## config.mk

```make
export PLATFORM = sky130hd
export DESIGN_NAME = hazard_control_unit
export DESIGN_NICKNAME = d
export VERILOG_FILES = /design/src/rtl/cpu_types_pkg.sv /design/src/rtl/load_use_detect.sv /design/src/rtl/hazard_control_unit.sv
export SDC_FILE = /design/constraint.sdc
export NUM_CORES = 1
export LEC_CHECK = 0
export CAP_MARGIN = 20
export CORE_MARGIN = 2
export CORE_UTILIZATION = 28
export DETAILED_ROUTE_END_ITERATION = 8
export PLACE_DENSITY = 0.58
export SLEW_MARGIN = 40
export SYNTH_ARGS = -nofsm -noshare
export SYNTH_HDL_FRONTEND = slang
export SYNTH_SLANG_ARGS = --single-unit
```

## constraint.sdc

```tcl
create_clock -name CLK -period 2.3 [get_ports CLK]
set_clock_uncertainty 0.15 [all_clocks]
set_input_delay 0.575 -clock CLK [delete_from_list [all_inputs] [get_ports CLK]]
set_output_delay 0.575 -clock CLK [all_outputs]
set_load 0.01 [all_outputs]
```

## src/rtl/cpu_types_pkg.sv

```systemverilog
// cpu_types_pkg: shared pipeline-control types for the 5-stage core
//   hc_state_t  : hazard-unit sequencer states
//   pipe_ctrl_t : PC enable plus enable/flush of each pipeline latch
//   run_ctrl()  : branch / load-use / instruction-miss resolution (no halt, no data miss)
package cpu_types_pkg;

  typedef enum logic [1:0] {RUN, DWAIT, HALTED} hc_state_t;

  typedef struct packed {
    logic pc_en;
    logic ifid_en;
    logic ifid_fl;
    logic idex_en;
    logic idex_fl;
    logic exmem_en;
    logic exmem_fl;
    logic memwb_en;
  } pipe_ctrl_t;

  localparam pipe_ctrl_t CTRL_DEFAULT = pipe_ctrl_t'(8'b1101_0101);
  localparam pipe_ctrl_t CTRL_FREEZE  = pipe_ctrl_t'(8'b0000_0000);
  localparam pipe_ctrl_t CTRL_HALT    = pipe_ctrl_t'(8'b0111_1111);

  // Rules shared by RUN (after halt/data-miss checks) and the DWAIT exit cycle.
  function automatic pipe_ctrl_t run_ctrl(input logic br, input logic ih, input logic lu);
    pipe_ctrl_t c;
    c = CTRL_DEFAULT;
    if (br && ih) begin
      c.ifid_fl = 1'b1;
      c.idex_fl = 1'b1;
    end else if (br) begin
      // hold the branch in EX until the redirected fetch lands; bubble into MEM
      c.pc_en    = 1'b0;
      c.ifid_en  = 1'b0;
      c.idex_en  = 1'b0;
      c.exmem_fl = 1'b1;
    end else if (lu) begin
      c.pc_en   = 1'b0;
      c.ifid_en = 1'b0;
      c.idex_fl = 1'b1;
    end else if (!ih) begin
      c.pc_en   = 1'b0;
      c.ifid_fl = 1'b1;
    end
    return c;
  endfunction

endpackage

```

## src/rtl/load_use_detect.sv

```systemverilog
// load_use_detect: flags a load in EX whose destination feeds the ID instruction
//   memtoReg_EX_i : EX instruction is a load
//   rd_EX_i       : EX destination register
//   rs_ID_i/rt_ID_i : ID source registers
//   load_use_o    : stall required
module load_use_detect #(
  parameter int REGW = 5
) (
  input  logic            memtoReg_EX_i,
  input  logic [REGW-1:0] rd_EX_i,
  input  logic [REGW-1:0] rs_ID_i,
  input  logic [REGW-1:0] rt_ID_i,
  output logic            load_use_o
);

  // r0 is hardwired zero, so a load targeting it never creates a dependence
  assign load_use_o = memtoReg_EX_i && (rd_EX_i != '0) && (rd_EX_i == rs_ID_i || rd_EX_i == rt_ID_i);

endmodule

```

## src/rtl/hazard_control_unit.sv

```systemverilog
// hazard_control_unit: pipeline sequencer driving PC enable and latch enable/flush pairs
//   CLK, nRST            : clock, async active-low reset
//   ihit, dhit           : fetch / data access complete
//   mem_req_MEM, halt_MEM: MEM-stage memory request and halt
//   branch_taken_EX      : EX redirect
//   memtoReg_EX, rd_EX, rs_ID, rt_ID : load-use inputs
//   pc_en, *_enable, *_flush : latch controls (flush wins inside each latch)
//   halted, stall_count  : registered status
module hazard_control_unit
  import cpu_types_pkg::*;
#(
  parameter int REGW = 5,
  parameter int CNTW = 16
) (
  input  logic            CLK,
  input  logic            nRST,
  input  logic            ihit,
  input  logic            dhit,
  input  logic            mem_req_MEM,
  input  logic            halt_MEM,
  input  logic            branch_taken_EX,
  input  logic            memtoReg_EX,
  input  logic [REGW-1:0] rd_EX,
  input  logic [REGW-1:0] rs_ID,
  input  logic [REGW-1:0] rt_ID,
  output logic            pc_en,
  output logic            ifid_enable,
  output logic            ifid_flush,
  output logic            idex_enable,
  output logic            idex_flush,
  output logic            exmem_enable,
  output logic            exmem_flush,
  output logic            memwb_enable,
  output logic            halted,
  output logic [CNTW-1:0] stall_count
);

  hc_state_t       state_q, state_d;
  pipe_ctrl_t      ctrl;
  logic            load_use;
  logic            halted_q;
  logic [CNTW-1:0] cnt_q;

  load_use_detect #(.REGW(REGW)) u_lud (
    .memtoReg_EX_i(memtoReg_EX),
    .rd_EX_i      (rd_EX),
    .rs_ID_i      (rs_ID),
    .rt_ID_i      (rt_ID),
    .load_use_o   (load_use)
  );

  always_comb begin
    ctrl    = CTRL_DEFAULT;
    state_d = state_q;
    case (state_q)
      RUN:
        if (halt_MEM) begin
          ctrl    = CTRL_HALT;
          state_d = HALTED;
        end else if (mem_req_MEM && !dhit) begin
          ctrl    = CTRL_FREEZE;
          state_d = DWAIT;
        end else ctrl = run_ctrl(branch_taken_EX, ihit, load_use);
      DWAIT:
        if (dhit) begin
          ctrl    = run_ctrl(branch_taken_EX, ihit, load_use);
          state_d = RUN;
        end else ctrl = CTRL_FREEZE;
      default: ctrl = CTRL_FREEZE;
    endcase
    // keep every latch quiet while reset is asserted
    if (!nRST) ctrl = CTRL_FREEZE;
  end

  always_ff @(posedge CLK or negedge nRST) begin
    if (!nRST) begin
      state_q  <= RUN;
      halted_q <= 1'b0;
      cnt_q    <= '0;
    end else begin
      state_q  <= state_d;
      halted_q <= state_d == HALTED;
      if (!ctrl.pc_en && state_q != HALTED && cnt_q != '1) cnt_q <= cnt_q + 1'b1;
    end
  end

  assign pc_en        = ctrl.pc_en;
  assign ifid_enable  = ctrl.ifid_en;
  assign ifid_flush   = ctrl.ifid_fl;
  assign idex_enable  = ctrl.idex_en;
  assign idex_flush   = ctrl.idex_fl;
  assign exmem_enable = ctrl.exmem_en;
  assign exmem_flush  = ctrl.exmem_fl;
  assign memwb_enable = ctrl.memwb_en;
  assign halted       = halted_q;
  assign stall_count  = cnt_q;

endmodule

```

==> metrics.yaml <==
r2r-end: "stall_count[1]"
cts_buffer_depth: 2
worst-r2r-cell-count: 7
via_per_inst: 4.67
fin_cells: 246
h-tree-depth: 1
num-fill-cells: 374
grt_pass1_wl_mm: 5.30
firstDrtPassIters: 4
seqPwrFrac: 0.483
route.detailed.wl_per_inst_um: 13.4
slew_viol_final: 0
intPower_mw: 0.543
finalPower_mw: 0.730
p_per_area_nw_per_um2: 354
portBuffers: 47
relSlewSlack: 0.803
cts_sinks: 19
switching_share: 0.256
violations: "setup timing"
synth_edf_count: 0
dp_hpwl_mm: 2.42
grt_overflow_total: 0
cp.arrival_ns: 1.96
nNetsFinal: 221
core_um2: 4000
cap_violations: 0
start_kind: "input port"
tightest_slew_ns: 0.294
r2r_slack_ns: 0.10
setup_ws_ns: -0.382
chipHeight_um: 68.4
place_congestion: 0.766
hp-class: "in2async"
ir_worst_vdd_mv: 0.359
drive_gt1_frac: 0.367
drc: 0
wirelength_mm: 3.30
multi_input_area_um2: 815
syn-cell-area_um2: 1160
ctsRootBufferMaster: "clkbuf_8"
fin_crit_sh: 1.17
gr-usage-all-layers: 0.150
synthTopCellsByArea: "dfrtp_1 (41%), xor2_1 (9.8%), xnor2_1 (8.3%)"
dieArea_um2: 4680
antenna_found_initial: 0
io_pins: 48
clkTransAtPathRegs_ns: 0.07
cp_max_fo: 2
finalInstanceArea_um2: 2060
critical_path_class: "in2out"
regArea_um2: 475
r2r-start: "stall_count[7]"
syn_avg_cell_area_um2: 9.45
synth_warnings: 0
detail-route-antenna-nets: 0
area_delta_synth_final_pct: 77.3
fin_tns_setup_ns: -1.18
rsz0062_at_grt: "true"
status: "finished, violations left"
switchingPower_mw: 0.187
placedCellCount: 237
synth_ff_type: "dfrtp_1"
cts_tree: "yes"
leakage_nw: 0.848
hold_viol: 0
postPlaceCellArea_um2: 1830
cts_buffers: 3
period_minus_slack_ns: 2.68
yosysUniqueCellTypes: 33
pwr-share-clk: 0.324
dr_total_vias: 1149
yosysTopAreaCell: "dfrtp_1"
grt_max_degree: 20
first_global_vias: 1143
antenna_cells: 0
async_flop_share: 1.00
synth_seq_area_share: 0.409
critPathCaptureType: "output port"
cp_data_required_time_ns: 1.57
rows: 23
synth_seq_cells: 19
setup_viol: 4
drt_iter0_drc: 57
clock_latency_ns: 0.26
fmax_mhz: 373
syn_inst: 123
p_comb_frac: 0.193
die_w_um: 68.4
start_util: 0.291
synth.top_cell.area_share: 0.409
postLayoutCoreUtil: 0.515
synthesis.nets: 147
stage by stage:
stage	setup WS, ns	hold WS (ns)
2_1_floorplan	-0.193	0.129
3_3_place_gp	-1.12	0.323
3_5_place_dp	-1.16	0.341
4_1_cts	-0.472	0.321
5_1_grt	-0.425	0.305
6_report	-0.382	0.288
timing repair:
| action | in CTS | in global routing |
|---|---|---|
| setup buffers | 2 | 3 |
| setup endpoints to repair | 24 | 23 |
| hold buffers | 0 | 0 |
| gates cloned | 1 | 0 |
| pin swaps | 11 | 25 |
| gates resized for setup | 71 | 37 |
final cells by class:
cell class              instances  area share
multi-input cells              96       0.395
repair buffers                 72       0.312
flip-flops and latches         19       0.231
well taps                      50      0.0304
clock buffers                   3      0.0200
inverters                       5     0.00911
clock inverters                 1     0.00243
layout by cell type (no fill, tap or decap), types with 2 or more instances in the layout:
master           count
inv_1                5
nand2b_1             2
a31oi_1              2
dlygate4sd2_1       13
a21oi_1              4
xor2_1              13
dfrtp_1             19
buf_2                6
nor2b_1              2
and3_1               2
nand3_1              9
nor2_1               3
a21oi_2              3
nor3_4               3
nor3_2               6
nor4_4               3
mux2_4               2
buf_6                5
clkbuf_8             3
clkdlybuf4s50_1     18
nor2_4               2
clkdlybuf4s15_1      2
buf_4               21
o22ai_2              2
clkbuf_2             4
nand2_1             11
xnor2_2              2
xnor2_1              9
per-layer routing:
metal	GRT usage	wire (um)	vias up
met1	0.186	1310	556
met5	0	0	-
met2	0.262	1830	18
met4	0.0275	37	0
met3	0.0378	118	5
li1	-	-	570
cells in the mapped netlist, types with 2 or more instances:
cell      number
and3_1         2
mux2_4         2
a31oi_1        2
xnor2_1       11
nor3_2         2
dfrtp_1       19
nand3_1       10
nor2b_1        3
inv_1          5
nand2_1       13
a21oi_1        7
xor2_1        13
nor3_1         8
nand2b_1       2
nor4_1         3
nor2_1         4
cell families after synthesis:
logic type	after synthesis	share of synthesized area
flip-flops	19	0.409
AND/OR/NAND/NOR	53	0.240
multiplexers	2	0.0258
adder cells (fa/ha/maj)	1	0.0108
buffers and inverters	8	0.0366
XOR/XNOR	24	0.181
AO/OA/AOI/OAI	16	0.0969
worst max-delay path by stage:
stage	from	endpoint	slack (ns)	depth (start not counted)
floorplan	rd_EX[0]	ifid_flush	-0.19	5
global placement	rd_EX[0]	ifid_flush	-1.12	7
detailed placement	rd_EX[0]	ifid_flush	-1.16	7
CTS	rd_EX[2]	ifid_flush	-0.47	7
global route	rd_EX[3]	ifid_flush	-0.43	7
finish	rd_EX[3]	ifid_flush	-0.38	7
critical path, cell delays in order:
cell	delay, ns
buf_6	0.09
or4_4	0.52
o21ai_2	0.14
nor2b_1	0.05
or3_1	0.32
a21oi_2	0.13
buf_2	0.14
registers in the layout (all words and copies together) (netlist names):
| register | cells |
|---|---|
| stall_count | 16 |
| state_q | 2 |
| halted | 1 |
power by group through the flow:
stage / sequential (mW) / combinational [mW] / clock (mW)
6_report: 0.353 / 0.141 / 0.237
5_1_grt: 0.354 / 0.153 / 0.258
4_1_cts: 0.353 / 0.129 / 0.238
3_5_place_dp: 0.359 / 0.136 / 0
3_3_place_gp: 0.358 / 0.135 / 0
2_1_floorplan: 0.361 / 0.0407 / 0
(Power assumes the default switching activity.)
